File: src/rtl/btn_debounce_pulse.sv
// btn_debounce_pulse
//
// Per-button input conditioner. Each raw button line passes through a two-flop
// synchroniser and then a counter-based debounce FSM. A new level is accepted
// only after STABLE_CYCLES consecutive identical synchronised samples. On
// acceptance the channel emits a registered one-cycle press or release strobe.
//
// Ports:
//   clk            system clock, rising edge
//   clr            asynchronous, active-high reset
//   btn_raw_i      raw bouncy button inputs, 1 = pressed
//   btn_level_o    debounced level per channel
//   btn_press_o    one-cycle strobe on an accepted 0->1 transition
//   btn_release_o  one-cycle strobe on an accepted 1->0 transition
//   any_press_o    OR of all press strobes, same cycle
module btn_debounce_pulse #(
  parameter int unsigned N_BTN         = 4,
  parameter int unsigned STABLE_CYCLES = 16,
  parameter int unsigned CNT_W         = $clog2(STABLE_CYCLES + 1)
) (
  input  logic             clk,
  input  logic             clr,
  input  logic [N_BTN-1:0] btn_raw_i,
  output logic [N_BTN-1:0] btn_level_o,
  output logic [N_BTN-1:0] btn_press_o,
  output logic [N_BTN-1:0] btn_release_o,
  output logic             any_press_o
);

  typedef enum logic [1:0] {
    StIdleLo,
    StWaitHi,
    StIdleHi,
    StWaitLo
  } state_e;

  // Terminal count: the sample that completes qualification.
  localparam logic [CNT_W-1:0] CntLast = CNT_W'(STABLE_CYCLES - 1);
  localparam logic [CNT_W-1:0] CntOne  = CNT_W'(1);

  logic [N_BTN-1:0] sync1_q, sync2_q;

  state_e           state_q [N_BTN];
  state_e           state_d [N_BTN];
  logic [CNT_W-1:0] cnt_q   [N_BTN];
  logic [CNT_W-1:0] cnt_d   [N_BTN];

  logic [N_BTN-1:0] level_q, level_d;
  logic [N_BTN-1:0] press_q, press_d;
  logic [N_BTN-1:0] release_q, release_d;
  logic             any_press_q, any_press_d;

  // Synchroniser, FSM state and registered outputs.
  always_ff @(posedge clk or posedge clr) begin
    if (clr) begin
      sync1_q     <= '0;
      sync2_q     <= '0;
      level_q     <= '0;
      press_q     <= '0;
      release_q   <= '0;
      any_press_q <= 1'b0;
      for (int i = 0; i < int'(N_BTN); i++) begin
        state_q[i] <= StIdleLo;
        cnt_q[i]   <= '0;
      end
    end else begin
      sync1_q     <= btn_raw_i;
      sync2_q     <= sync1_q;
      level_q     <= level_d;
      press_q     <= press_d;
      release_q   <= release_d;
      any_press_q <= any_press_d;
      for (int i = 0; i < int'(N_BTN); i++) begin
        state_q[i] <= state_d[i];
        cnt_q[i]   <= cnt_d[i];
      end
    end
  end

  // Next-state and counter logic, one FSM per channel.
  always_comb begin
    for (int i = 0; i < int'(N_BTN); i++) begin
      state_d[i] = state_q[i];
      cnt_d[i]   = cnt_q[i];
      unique case (state_q[i])
        StIdleLo: begin
          if (sync2_q[i]) begin
            state_d[i] = StWaitHi;
            cnt_d[i]   = CntOne;
          end else begin
            cnt_d[i] = '0;
          end
        end
        StWaitHi: begin
          if (!sync2_q[i]) begin
            state_d[i] = StIdleLo;
            cnt_d[i]   = '0;
          end else if (cnt_q[i] == CntLast) begin
            state_d[i] = StIdleHi;
            cnt_d[i]   = '0;
          end else begin
            cnt_d[i] = cnt_q[i] + CntOne;
          end
        end
        StIdleHi: begin
          if (!sync2_q[i]) begin
            state_d[i] = StWaitLo;
            cnt_d[i]   = CntOne;
          end else begin
            cnt_d[i] = '0;
          end
        end
        StWaitLo: begin
          if (sync2_q[i]) begin
            state_d[i] = StIdleHi;
            cnt_d[i]   = '0;
          end else if (cnt_q[i] == CntLast) begin
            state_d[i] = StIdleLo;
            cnt_d[i]   = '0;
          end else begin
            cnt_d[i] = cnt_q[i] + CntOne;
          end
        end
        default: begin
          state_d[i] = StIdleLo;
          cnt_d[i]   = '0;
        end
      endcase
    end
  end

  // Output decode: strobes fire on the qualifying sample, registered above.
  always_comb begin
    level_d   = '0;
    press_d   = '0;
    release_d = '0;
    for (int i = 0; i < int'(N_BTN); i++) begin
      level_d[i]   = (state_d[i] == StIdleHi) || (state_d[i] == StWaitLo);
      press_d[i]   = (state_q[i] == StWaitHi) && sync2_q[i] && (cnt_q[i] == CntLast);
      release_d[i] = (state_q[i] == StWaitLo) && !sync2_q[i] && (cnt_q[i] == CntLast);
    end
    any_press_d = |press_d;
  end

  assign btn_level_o   = level_q;
  assign btn_press_o   = press_q;
  assign btn_release_o = release_q;
  assign any_press_o   = any_press_q;

endmodule

File: config.mk
export PLATFORM = sky130hd
export DESIGN_NAME = btn_debounce_pulse
export DESIGN_NICKNAME = d
export VERILOG_FILES = /design/src/rtl/btn_debounce_pulse.sv
export SDC_FILE = /design/constraint.sdc
export NUM_CORES = 1
export LEC_CHECK = 0
export ABC_AREA = 1
export CAP_MARGIN = 20
export CORE_ASPECT_RATIO = 0.75
export CORE_MARGIN = 1.5
export CORE_UTILIZATION = 25
export CTS_CLUSTER_DIAMETER = 40
export CTS_CLUSTER_SIZE = 24
export DETAILED_ROUTE_END_ITERATION = 7
export PLACE_DENSITY = 0.46
export SYNTH_ARGS = -nofsm -noshare
export SYNTH_HDL_FRONTEND = slang
export SYNTH_SLANG_ARGS = --single-unit
File: constraint.sdc
create_clock -name clk -period 1.85 [get_ports clk]
set_clock_uncertainty 0.05 [all_clocks]
set_input_delay 0.2775 -clock clk [delete_from_list [all_inputs] [get_ports clk]]
set_output_delay 0.2775 -clock clk [all_outputs]
set_load 0.1 [all_outputs]
After elaboration in Yosys (flattened, before gate mapping)
Cells that the tools add are included.
{"block": "totals", "ff_bits": 49, "out_inout_bits": 13}
{"block": "classes", "addsub": 4, "eq_ne": 24, "muxes": 52, "reduce_logical": 29}
{"cell": "$pmux 5 s4", "n": 4}
{"cell": "$mux 5", "n": 12}
{"cell": "$mux 2", "n": 24}
{"cell": "$eq 2x2->1 const B", "n": 16}
{"cell": "$pmux 2 s4", "n": 4}
{"cell": "$add 5x1->5 const B", "n": 4}
{"cell": "$eq 5x4->1 const B", "n": 4}
{"cell": "$logic_and 1x1->1", "n": 16}
{"cell": "$eq 2x1->1 const B", "n": 4}
{"cell": "$logic_not 2->1", "n": 4}
{"cell": "$mux 1", "n": 8}
{"cell": "$logic_not 1->1", "n": 4}
{"cell": "$logic_or 1x1->1", "n": 4}
{"cell": "$reduce_or 4->1", "n": 1}

Depth between registers and ports, before layout
{"block": "depth", "depth_word": 6, "depth_mapped": 7, "ltp_nobuf": 7}

Worst setup path before layout
OpenSTA, ideal clock, no wires.
{"block": "synth_path", "kind": "register to output", "start": "register any_press_q, in the netlist any_press_o", "end": "output port any_press_o", "arrival_ns": 0.883, "required_ns": 1.522, "slack_ns": 0.639, "stages_incl_launch_ff": 1, "path_buffers": 0, "path_cell_list": "dfrtp_1"}
{"element": "from (decl)", "line_no": "51", "rtl": "logic any_press_q, any_press_d;"}
{"element": "from (signal assigned)", "line_no": "72", "rtl": "any_press_q <= any_press_d;"}
{"element": "to (decl)", "line_no": "27", "rtl": "output logic any_press_o"}
No word-level cell between the ends.

Worst setup path in the final report
{"block": "layout_path", "start": "register level_q[1], in the netlist btn_level_o[1]", "end": "output port btn_level_o[1]"}
{"element": "from (decl)", "line_no": "48", "rtl": "logic [N_BTN-1:0] level_q, level_d;"}
{"element": "from (signal assigned)", "line_no": "69", "rtl": "level_q <= level_d;"}
{"element": "to (decl)", "line_no": "24", "rtl": "output logic [N_BTN-1:0] btn_level_o,"}
No word-level cell between the ends.

==> metrics.md <==
| Metric | Value |
|---|---|
| Max-cap viol count | 0 |
| Critical Path Start Type | register |
| Final period util | 0.702 |
| Syn_nets | 202 |
| Iter 0 DRT Violations | 61 |
| TritonCTS clock tree | done |
| Synthesized area per cell | just under 10 µm² |
| Adder-Cell Fraction of Synth Area | 0.0265 |
| Synth Area in Compound Gates | 0.00529 |
| Worst min path class | primary input to async pin |
| Cells after Synth | about 190 |
| Antenna violations before repair | 0 |
| Sequential share of power | 0.555 |
| Global-route wire length before repair | about 5600 µm |
| Diodes inserted | 0 |
| I/O Buffers | 18 |
| Share of cells above drive strength 1 | 0.162 |
| Crit path kind | register to output pin |
| Multi-input logic area | approximately 600 µm² |
| Dpl ws | a little over 0.6 ns |
| Critical path arrival | 0.97 ns |
| Yosys Warn Count | 0 |
| Top-level I/O count | 19 |
| Vias in the first global route | around 1200 |
| Post-synthesis simple-gate area fraction | 0.244 |
| Wire per inst | ~10 µm |
| Run status | complete, no violations |
| GRT overflow | 0 |
| Crit path from | btn_level_o[1] |
| Die width | a little over 100 µm |
| Via count | about 1200 |
| Total GRT Usage | 0.0916 |
| CP top delay family | flip-flops |
| Final min period | 1.30 ns |
| Drt pass-1 iters | 4 |
| Final setup violation count | 0 |
| Internal | about 1500 µW |
| Routed Antenna Nets | 0 |
| Vias per cell | around 3.8 |
| Clock Pin Slew Worst Setup and Hold Paths | 0.09 ns |
| Crit-path cells | buf_12 |
| FP Rows | 27 |
| Core Area | 7330 µm² |
| Net Sw Power | 423 µW |
| Detailed Place HPWL | about 2200 µm |
| Slowest cell on the critical path | dfrtp_1 |
| Sequential Area | ~1200 µm² |
| XOR/XNOR Fraction of Synth Area | 0.0417 |
| Largest net degree at the start of global routing | 47 |
| Pleak | roughly 0.0012 µW |
| Cts hold-fix bufs | 0 |
| Synthesized flop and latch total | 46 |
| Layout fillers | around 760 |
| TNS Setup | 0 ns |
| Combinational share of power | 0.047 |
| Slew margin rel. | 0.787 |
| Post-CTS Setup Inserts | 0 |
| Final Hold Fails | 0 |
| Area of the mapped netlist | 1890 µm² |
| Worst-case hold slack | ~0.27 ns |
| Clock power share | 0.397 |
| CP max stage delay | between 0.4 and 0.5 ns |
| Fmax | a little under 0.8 GHz |
| RSZ-0062 raised after global routing | false |
| Worst Max-Slew Pin Slew | between 0.3 and 0.4 ns |
| Post-synthesis mux area share | 0 |
| Initial Util | 0.258 |
| Crit path buf inv count | 1 |
| Largest family of logic cells by synthesized area | simple AND/OR/NAND/NOR gates |
| Worst R2R Start | cnt_q[0] |
| Inserted Clock Buffers | 5 |
| Number of remaining DRC errors | 0 |
| Die area | 8100 µm² |
| Max clock buf depth | 2 |
| Setup crit end kind | output pin |
| Die H | 78.3 µm |
| CTS HTree Levels | 2 |
| Number of clock sinks | between 40 and 50 |
| Post-CTS Resized | 0 |
| Nets | 225 |
| Root buffer cell | clkbuf_8 |
| Final slew viol count | 0 |
| Post-detailed-routing wire length | 3210 µm |
| Worst path required time | roughly 1.5 ns |
| VDD IR-drop max | roughly 0.31 mV |
| Switching share of power | 0.223 |
| Area grow syn2layout | 22.2% |
| RD Place Congestion | ~0.75 |
| Skew-Pair Late Insertion Delay | 0.30 ns |
| Power Dens Cells | between 800 and 900 nW/µm² |
| Crit Path Max Fanout | 4 |
| Final worst setup slack | about 0.55 ns |
| Seq/Total Area, Yosys | 0.609 |
| Synth cell types | 18 |
-- cell type report --
type                       instances  share of cell area
clock buffer                       6              0.0314
clock inverter                     2              0.0163
inverter                          31              0.0504
multi-input combinational        112               0.260
sequential                        46               0.498
tap                              101              0.0547
timing repair buffer              19              0.0888
-- logic make-up (layout without fill, tap and decap cells) --
family,after synthesis,in the layout
AOI/OAI and AO/OA,2,2
DFF,46,46
buffers and inverters,34,58
adders and majority gates,4,4
and+or+nand+nor,97,97
xor gates and xnor gates,9,9
-- flip-flops by register name, indices dropped and copies added, names as in the netlist --
signal	count
sync2_q	4
any_press_o	1
sync1_q	4
btn_press_o	4
state_q	5
cnt_q	20
btn_release_o	4
btn_level_o	4
-- final timing paths --
kind | slack, ns | to | cells past startpoint
worst max register to register | 0.61 | state_q[1] | 6
min in group clk | 0.30 | sync2_q[1] | 0
max in group asynchronous | 1.27 | btn_release_o[3] | 3
worst min-delay path | 0.27 | cnt_q[3] | 3
worst min register to register | 0.30 | sync2_q[1] | 0
worst max-delay path | 0.55 | btn_level_o[1] | 1
-- routing by layer --
layer  wire length [µm]  share of wire  global-route usage  up-vias
met4                 60          0.019              0.0446        0
li1                   -              -                   -      635
met3                163          0.051              0.0365        5
met2               1220           0.38               0.112       23
met1               1760           0.55               0.135      536
met5                  0              0                   0        -
-- metrics by stage --
stage	cells	cell area (µm²)	total power [µW]	utilization
final	317	2310	1890	0.315
after global routing	317	2310	1980	0.315
after CTS	317	2310	1930	0.315
after detailed placement	309	2200	1160	0.300
after global placement	309	2200	1160	0.300
after floorplan	192	1890	1130	-
-- cells in the final DEF (no fill, tap or decap), drive strengths merged --
master and count:
clkinvlp 1, dfrtp 46, nand3b 2, xor2 3, inv 31, clkbuf 6, bufinv 1, nand3 15
buf 14, o21ai 2, nand2 29, ha 4, nand4 6, xnor2 6, nor2 40, clkdlybuf4s50 5
nor3 5
-- power by group through the flow --
stage	clock (µW)	sequential, µW	combinational [µW]
2_1_floorplan	0	1070	61.6
6_report	752	1050	89.6
3_3_place_gp	0	1070	93.2
3_5_place_dp	0	1070	91.9
4_1_cts	782	1050	92.7
5_1_grt	824	1050	105
-- synthesized netlist by cell type --
library cell,number,share of area
ha_1,4,0.026
nor2_1,33,0.066
nand3_2,2,0.011
nor3_2,2,0.011
o21ai_0,1,0.0026
o21ai_1,1,0.0026
xnor2_1,6,0.028
nand4_1,4,0.013
nand3b_1,2,0.0079
nand4_2,2,0.013
nand3_1,13,0.034
nor3_1,3,0.0079
nor2_2,7,0.023
buf_4,3,0.012
xor2_1,3,0.014
dfrtp_1,46,0.61
nand2_1,29,0.058
inv_1,31,0.062
-- worst reg2reg max path, delay by kind of cell, from the launching register on --
family	cells	cell delay [ns]
DFF	1	0.38
adders and majority gates	1	0.25
buffers and inverters	1	0.04
and+or+nand+nor	4	0.42
Power figures use the tool's default switching activity.
